File: src/rtl/mul32_pkg.sv
// Shared types and constants for the mul32 sequencer and its shift-add core.
package mul32_pkg;

  localparam int MUL32_OP_W   = 32;
  localparam int MUL32_PROD_W = 64;
  localparam int MUL32_LAT    = 35;
  localparam int MUL32_STEPS  = 32;

  typedef enum logic [1:0] {
    IDLE  = 2'd0,
    START = 2'd1,
    WAIT  = 2'd2,
    DONE  = 2'd3
  } mul32_seq_state_t;

endpackage

File: src/rtl/mul32_sign_fix.sv
// Combinational helpers: operand magnitudes, negate flag and 64-bit product negation.
module mul32_sign_fix
  import mul32_pkg::*;
(
  input  logic                    op_signed,
  input  logic [MUL32_OP_W-1:0]   a,
  input  logic [MUL32_OP_W-1:0]   b,
  input  logic [MUL32_PROD_W-1:0] raw_product,
  input  logic                    neg_sel,
  output logic [MUL32_OP_W-1:0]   mag_a,
  output logic [MUL32_OP_W-1:0]   mag_b,
  output logic                    neg,
  output logic [MUL32_PROD_W-1:0] fixed_product
);

  // 0x8000_0000 negates to itself, which is the correct unsigned magnitude.
  assign mag_a = (op_signed & a[MUL32_OP_W-1]) ? (~a + 32'd1) : a;
  assign mag_b = (op_signed & b[MUL32_OP_W-1]) ? (~b + 32'd1) : b;
  assign neg   = op_signed & (a[MUL32_OP_W-1] ^ b[MUL32_OP_W-1]);

  assign fixed_product = neg_sel ? (~raw_product + 64'd1) : raw_product;

endmodule

File: src/rtl/mul32_slow.sv
// 32-step shift-add unsigned multiplier core with level-sensitive start and sticky finish.
module mul32_slow
  import mul32_pkg::*;
(
  input  logic                    clk,
  input  logic                    rst,
  input  logic                    start,
  input  logic [MUL32_OP_W-1:0]   multiplicand,
  input  logic [MUL32_OP_W-1:0]   multiplier,
  output logic [MUL32_PROD_W-1:0] product,
  output logic                    finish
);

  logic                    running;
  logic [5:0]              cnt;
  logic [MUL32_PROD_W-1:0] acc;
  logic [MUL32_OP_W:0]     sum;

  // Upper half accumulates; lower half holds the remaining multiplier bits.
  always_comb begin
    sum = {1'b0, acc[MUL32_PROD_W-1:MUL32_OP_W]}
        + (acc[0] ? {1'b0, multiplicand} : {(MUL32_OP_W+1){1'b0}});
  end

  // One extra cycle after the last step raises finish, giving 33 edges from start.
  always_ff @(posedge clk or posedge rst) begin
    if (rst) begin
      running <= 1'b0;
      cnt     <= 6'd0;
      acc     <= '0;
      finish  <= 1'b0;
    end else if (!running) begin
      if (start) begin
        running <= 1'b1;
        cnt     <= 6'd0;
        acc     <= {{MUL32_OP_W{1'b0}}, multiplier};
        finish  <= 1'b0;
      end
    end else if (cnt == 6'(MUL32_STEPS)) begin
      running <= 1'b0;
      finish  <= 1'b1;
    end else begin
      acc <= {sum, acc[MUL32_OP_W-1:1]};
      cnt <= cnt + 6'd1;
    end
  end

  assign product = acc;

endmodule

File: src/rtl/mul32_seq.sv
// Issue/retire sequencer around mul32_slow with valid/ready on both sides.
// Signed operand support is compiled in only when MUL32_SEQ_SIGNED_EN is defined.
module mul32_seq
  import mul32_pkg::*;
#(
  parameter int TAG_W = 4
)
(
  input  logic                    clk,
  input  logic                    rst,
  input  logic                    in_valid,
  output logic                    in_ready,
  input  logic [MUL32_OP_W-1:0]   in_a,
  input  logic [MUL32_OP_W-1:0]   in_b,
  input  logic                    in_signed,
  input  logic [TAG_W-1:0]        in_tag,
  output logic                    out_valid,
  input  logic                    out_ready,
  output logic [MUL32_PROD_W-1:0] out_product,
  output logic [TAG_W-1:0]        out_tag,
  output logic                    busy
);

  // Handshake: a transfer happens on a rising edge where valid and ready are both high;
  // valid, once raised, holds its payload stable until that edge.
  mul32_seq_state_t state, state_next;

  logic                    accept;
  logic                    core_start;
  logic                    core_finish;
  logic [MUL32_PROD_W-1:0] core_product;
  logic [MUL32_PROD_W-1:0] prod_fixed;
  logic [MUL32_OP_W-1:0]   mag_a_d, mag_b_d;
  logic [MUL32_OP_W-1:0]   mag_a_q, mag_b_q;
  logic                    neg_d, neg_q;
  logic [TAG_W-1:0]        tag_q;

  always_ff @(posedge clk or posedge rst) begin
    if (rst) state <= IDLE;
    else     state <= state_next;
  end

  always_comb begin
    state_next = state;
    in_ready   = 1'b0;
    out_valid  = 1'b0;
    core_start = 1'b0;
    busy       = 1'b1;
    case (state)
      IDLE: begin
        in_ready = 1'b1;
        busy     = 1'b0;
        if (in_valid) state_next = START;
      end
      START: begin
        core_start = 1'b1;
        state_next = WAIT;
      end
      WAIT: begin
        if (core_finish) state_next = DONE;
      end
      DONE: begin
        out_valid = 1'b1;
        if (out_ready) state_next = IDLE;
      end
      default: state_next = IDLE;
    endcase
  end

  assign accept = in_valid && in_ready;

`ifdef MUL32_SEQ_SIGNED_EN
  mul32_sign_fix u_sign_fix (
    .op_signed     (in_signed),
    .a             (in_a),
    .b             (in_b),
    .raw_product   (core_product),
    .neg_sel       (neg_q),
    .mag_a         (mag_a_d),
    .mag_b         (mag_b_d),
    .neg           (neg_d),
    .fixed_product (prod_fixed)
  );
`else
  logic unused_sign;
  assign mag_a_d     = in_a;
  assign mag_b_d     = in_b;
  assign neg_d       = 1'b0;
  assign prod_fixed  = core_product;
  assign unused_sign = in_signed ^ neg_q;
`endif

  // Operand registers feed the core directly and stay frozen until the next accept.
  always_ff @(posedge clk or posedge rst) begin
    if (rst) begin
      mag_a_q     <= '0;
      mag_b_q     <= '0;
      neg_q       <= 1'b0;
      tag_q       <= '0;
      out_product <= '0;
      out_tag     <= '0;
    end else begin
      if (accept) begin
        mag_a_q <= mag_a_d;
        mag_b_q <= mag_b_d;
        neg_q   <= neg_d;
        tag_q   <= in_tag;
      end
      if (state == WAIT && core_finish) begin
        out_product <= prod_fixed;
        out_tag     <= tag_q;
      end
    end
  end

  mul32_slow u_core (
    .clk          (clk),
    .rst          (rst),
    .start        (core_start),
    .multiplicand (mag_a_q),
    .multiplier   (mag_b_q),
    .product      (core_product),
    .finish       (core_finish)
  );

endmodule

File: config.mk
export PLATFORM = sky130hd
export DESIGN_NAME = mul32_seq
export DESIGN_NICKNAME = d
export VERILOG_FILES = /design/src/rtl/mul32_pkg.sv /design/src/rtl/mul32_sign_fix.sv /design/src/rtl/mul32_slow.sv /design/src/rtl/mul32_seq.sv
export SDC_FILE = /design/constraint.sdc
export NUM_CORES = 1
export LEC_CHECK = 0
export ABC_CLOCK_PERIOD_IN_PS = 4820
export BUFFER_PORTS_ARGS = -buffer_cell sky130_fd_sc_hd__buf_4
export CORE_MARGIN = 5
export CORE_UTILIZATION = 50
export CTS_BUF_LIST = sky130_fd_sc_hd__clkbuf_8
export CTS_CLUSTER_SIZE = 10
export DETAILED_ROUTE_END_ITERATION = 16
export GPL_ROUTABILITY_DRIVEN = 0
export HOLD_SLACK_MARGIN = 0.12
export PLACE_DENSITY = 0.71
export SKIP_CTS_REPAIR_TIMING = 1
export SYNTH_ARGS = -nofsm -noshare
export SYNTH_HDL_FRONTEND = slang
export SYNTH_HIERARCHICAL = 1
export SYNTH_SLANG_ARGS = --single-unit
File: constraint.sdc
create_clock -name clk -period 4.82 [get_ports clk]
set_input_delay 0.241 -clock clk [delete_from_list [all_inputs] [get_ports clk]]
set_output_delay 0.241 -clock clk [all_outputs]
set_load 0.03 [all_outputs]
==> flow_summary.yaml <==
outcome:
  outcome: "finished clean"
routing:
  drtIter0Drc: 394
  wl_um: 23500
  ant_nets: 0
  route.vias.total: 7579
  first_pass_iters: 5
  viasPerCell: 5.39
  wire_per_inst_um: 16.7
  drc: 0
finish:
  area_growth_syn_to_layout_pct: 26.7
  antenna_cells: 0
  nets: 1222
  drive_gt1_share_pct: 22.6
  fillers: 1579
  fin_util_pct: 63.8
pwr:
  internal-power_mw: 4.59
  seqPwrFrac_pct: 38.8
  clkPwrFrac_pct: 20.8
  ir_drop_v: 0.000357
  netSwitchingFraction_pct: 39.2
  leakagePower_nw: 6.42
  pwr-share-comb_pct: 40.4
  power_density_nw_per_um2: 588
  p_sw_mw: 2.96
min_path:
  hold_path_class: "in -> reg"
  min_path_cells: 4
critical_path:
  cp_slowest_cell: "dfrtp_1"
  reg2reg_depth: 11
  worstPathArrival_ps: 4020
  end_kind: "register"
  critPathMaxFanout: 34
  cp.required_ps: 5180
  start_kind: "register"
  path_cells: "and2_1 > ha_1 > inv_1 > fa_1 > nor2b_1 > o2111ai_1 > a2111oi_0 > or3_1 > a31oi_1 > xnor2_1 > o21ai_1"
  worstSetupPathType: "reg -> reg"
  slowest_delay_ps: 990
clocking:
  clockRootBuffer: "clkbuf_8"
  cts_buffers: 37
  cts_buffer_depth: 3
  ctsHtreeMaxLevel: 2
  clkTransAtPathRegs_ps: 60
  clkSinkCount: 210
  clk_latency_ps: 540
  tritoncts: "yes"
timing:
  hold_viol_final: 0
  slew_headroom_pct: 31.4
  fmax_ghz: 0.274
  fin_skew_ps: 40.5
  period_share_pct: 75.8
  setup_tns_ps: 0
  rsz0062_at_grt: "no"
  worst_pin_slew_ps: 1030
  report.final.slew_viol_count: 0
  setup_viol: 0
  period_minus_slack_ps: 3650
logic_synthesis:
  synth.largest_area_cell: "dfrtp_1"
  ys.flop_type: "dfrtp_1"
  synth_cell_type_count: 57
  synth_edf_count: 0
  synth_cells: 894
  synth.most_common_cell: "dfrtp_1"
  ys_seq_area_share_pct: 51.9
  ys_ff_latch: 210
  yosysWarnings: 6
  async_reset_ff_share_pct: 100
  syn_area_sq_um: 10100
  yosys.area.top_type_share_pct: 51.9
  syn_nets: 1007
  synth_commonest_cells: "dfrtp_1, nand2_1, mux2_1"
  synth.avg_cell_area_sq_um: 11.3
  ys_top_cells_by_area: "dfrtp_1, mux2_1, mux2_2"
floorplanning:
  num_io_pins: 144
  die_width_um: 152
  core_sq_um: 20100
  fp-row-count: 52
  die_h_um: 152
  start_util_pct: 50.4
  dieArea_sq_um: 23200
grt:
  grt_overflow: 0
  track_usage_pct: 19.6
  grt_max_degree: 95
  grt_pass1_wl_um: 38300
  grt_pass1_vias: 7708
  antenna_found_initial: 0
placed_design:
  io_buffers: 142
  dp_hpwl_um: 14900
flow_run:
  drv_cap: 0
[metrics by stage]
| step | total power [mW] | instance area, sq um | instances | worst slack (ps) | hold WS [ps] |
|---|---|---|---|---|---|
| 2_1_floorplan | 5.04 | 10100 | 894 | 883 | 373 |
| 3_3_place_gp | 5.87 | 11400 | 1271 | 1280 | 247 |
| 3_5_place_dp | 5.96 | 11400 | 1271 | 1240 | 245 |
| 4_1_cts | 7.57 | 12100 | 1337 | 1200 | -331 |
| 5_1_grt | 8.08 | 12800 | 1406 | 877 | 193 |
| 6_report | 7.55 | 12800 | 1406 | 1170 | 187 |
[logic make-up (layout without fill, tap and decap cells)]
| group | Yosys count | in the layout | share of synthesized area [%] |
|---|---|---|---|
| and+or+nand+nor | 218 | 218 | 10.1 |
| DFF | 210 | 210 | 51.9 |
| AOI/OAI and AO/OA | 187 | 187 | 11.8 |
| muxes | 145 | 145 | 16.0 |
| buffers and inverters | 65 | 307 | 2.69 |
| adders and majority gates | 40 | 40 | 5.02 |
| xor gates and xnor gates | 29 | 29 | 2.51 |
[flip-flops by register name, indices dropped and copies added (netlist names)]
name	cells
u_core/product	64
mag_a_q	32
u_core/finish	1
tag_q	4
out_tag	4
u_core/running	1
out_product	64
mag_b_q	32
state	2
u_core/cnt	6
[critical path: cells and delay by family (launching register included)]
family	cells	cell delay [ps]
fa+ha+maj	2	590
buf+inv	1	60
flops	1	990
simple gates	3	740
compound gates	4	950
xor+xnor	1	150
[path summary, 6_finish.rpt]
path,start,to,slack (ps)
min in group asynchronous,rst,u_core/product[13],250
worst min register to register,tag_q[0],out_tag[0],480
worst max register to register,u_core/product[0],u_core/product[55],1170
worst max-delay path,u_core/product[0],u_core/product[55],1170
max in group asynchronous,rst,out_product[56],3210
worst min-delay path,out_ready,state[0],190
[power by group through the flow]
stage | clock [mW] | combinational [mW] | sequential, mW
3_5_place_dp | 0 | 3.01 | 2.95
6_report | 1.57 | 3.05 | 2.93
4_1_cts | 1.61 | 3.02 | 2.93
5_1_grt | 1.69 | 3.37 | 3.02
2_1_floorplan | 0 | 1.95 | 3.08
3_3_place_gp | 0 | 2.94 | 2.93
[final cells by class]
cell class / instances / area, sq um / share of cell area [%]
well taps: 270 / 338 / 2.63
multi-input cells: 619 / 4630 / 36.0
repair buffers: 217 / 1800 / 14.0
clock inverters: 21 / 98.8 / 0.770
clock buffers: 45 / 619 / 4.83
inverters: 24 / 95.1 / 0.741
flip-flops and latches: 210 / 5260 / 40.9
[cell usage in the layout, fill, tap and decap left out, types with 18 or more instances in the layout]
master | synthesis | final
dfrtp_1 | 210 | 210
buf_4 | 2 | 148
nand2_1 | 111 | 109
mux2_1 | 93 | 93
dlygate4sd3_1 | 0 | 69
o21ai_0 | 60 | 60
mux2_2 | 45 | 45
clkbuf_8 | 0 | 45
ha_1 | 39 | 39
a21oi_1 | 39 | 39
inv_1 | 24 | 38
and2_1 | 33 | 33
a22oi_1 | 28 | 28
nand3_1 | 18 | 18
[layer usage]
layer / track usage (%) / up-vias / wire length, um
met5: 0 / - / 0
met4: 6.89 / 0 / 634
li1: - / 3622 / -
met3: 5.11 / 60 / 1310
met1: 25.3 / 3709 / 10200
met2: 32.4 / 188 / 11400
Power figures use the tool's default switching activity.
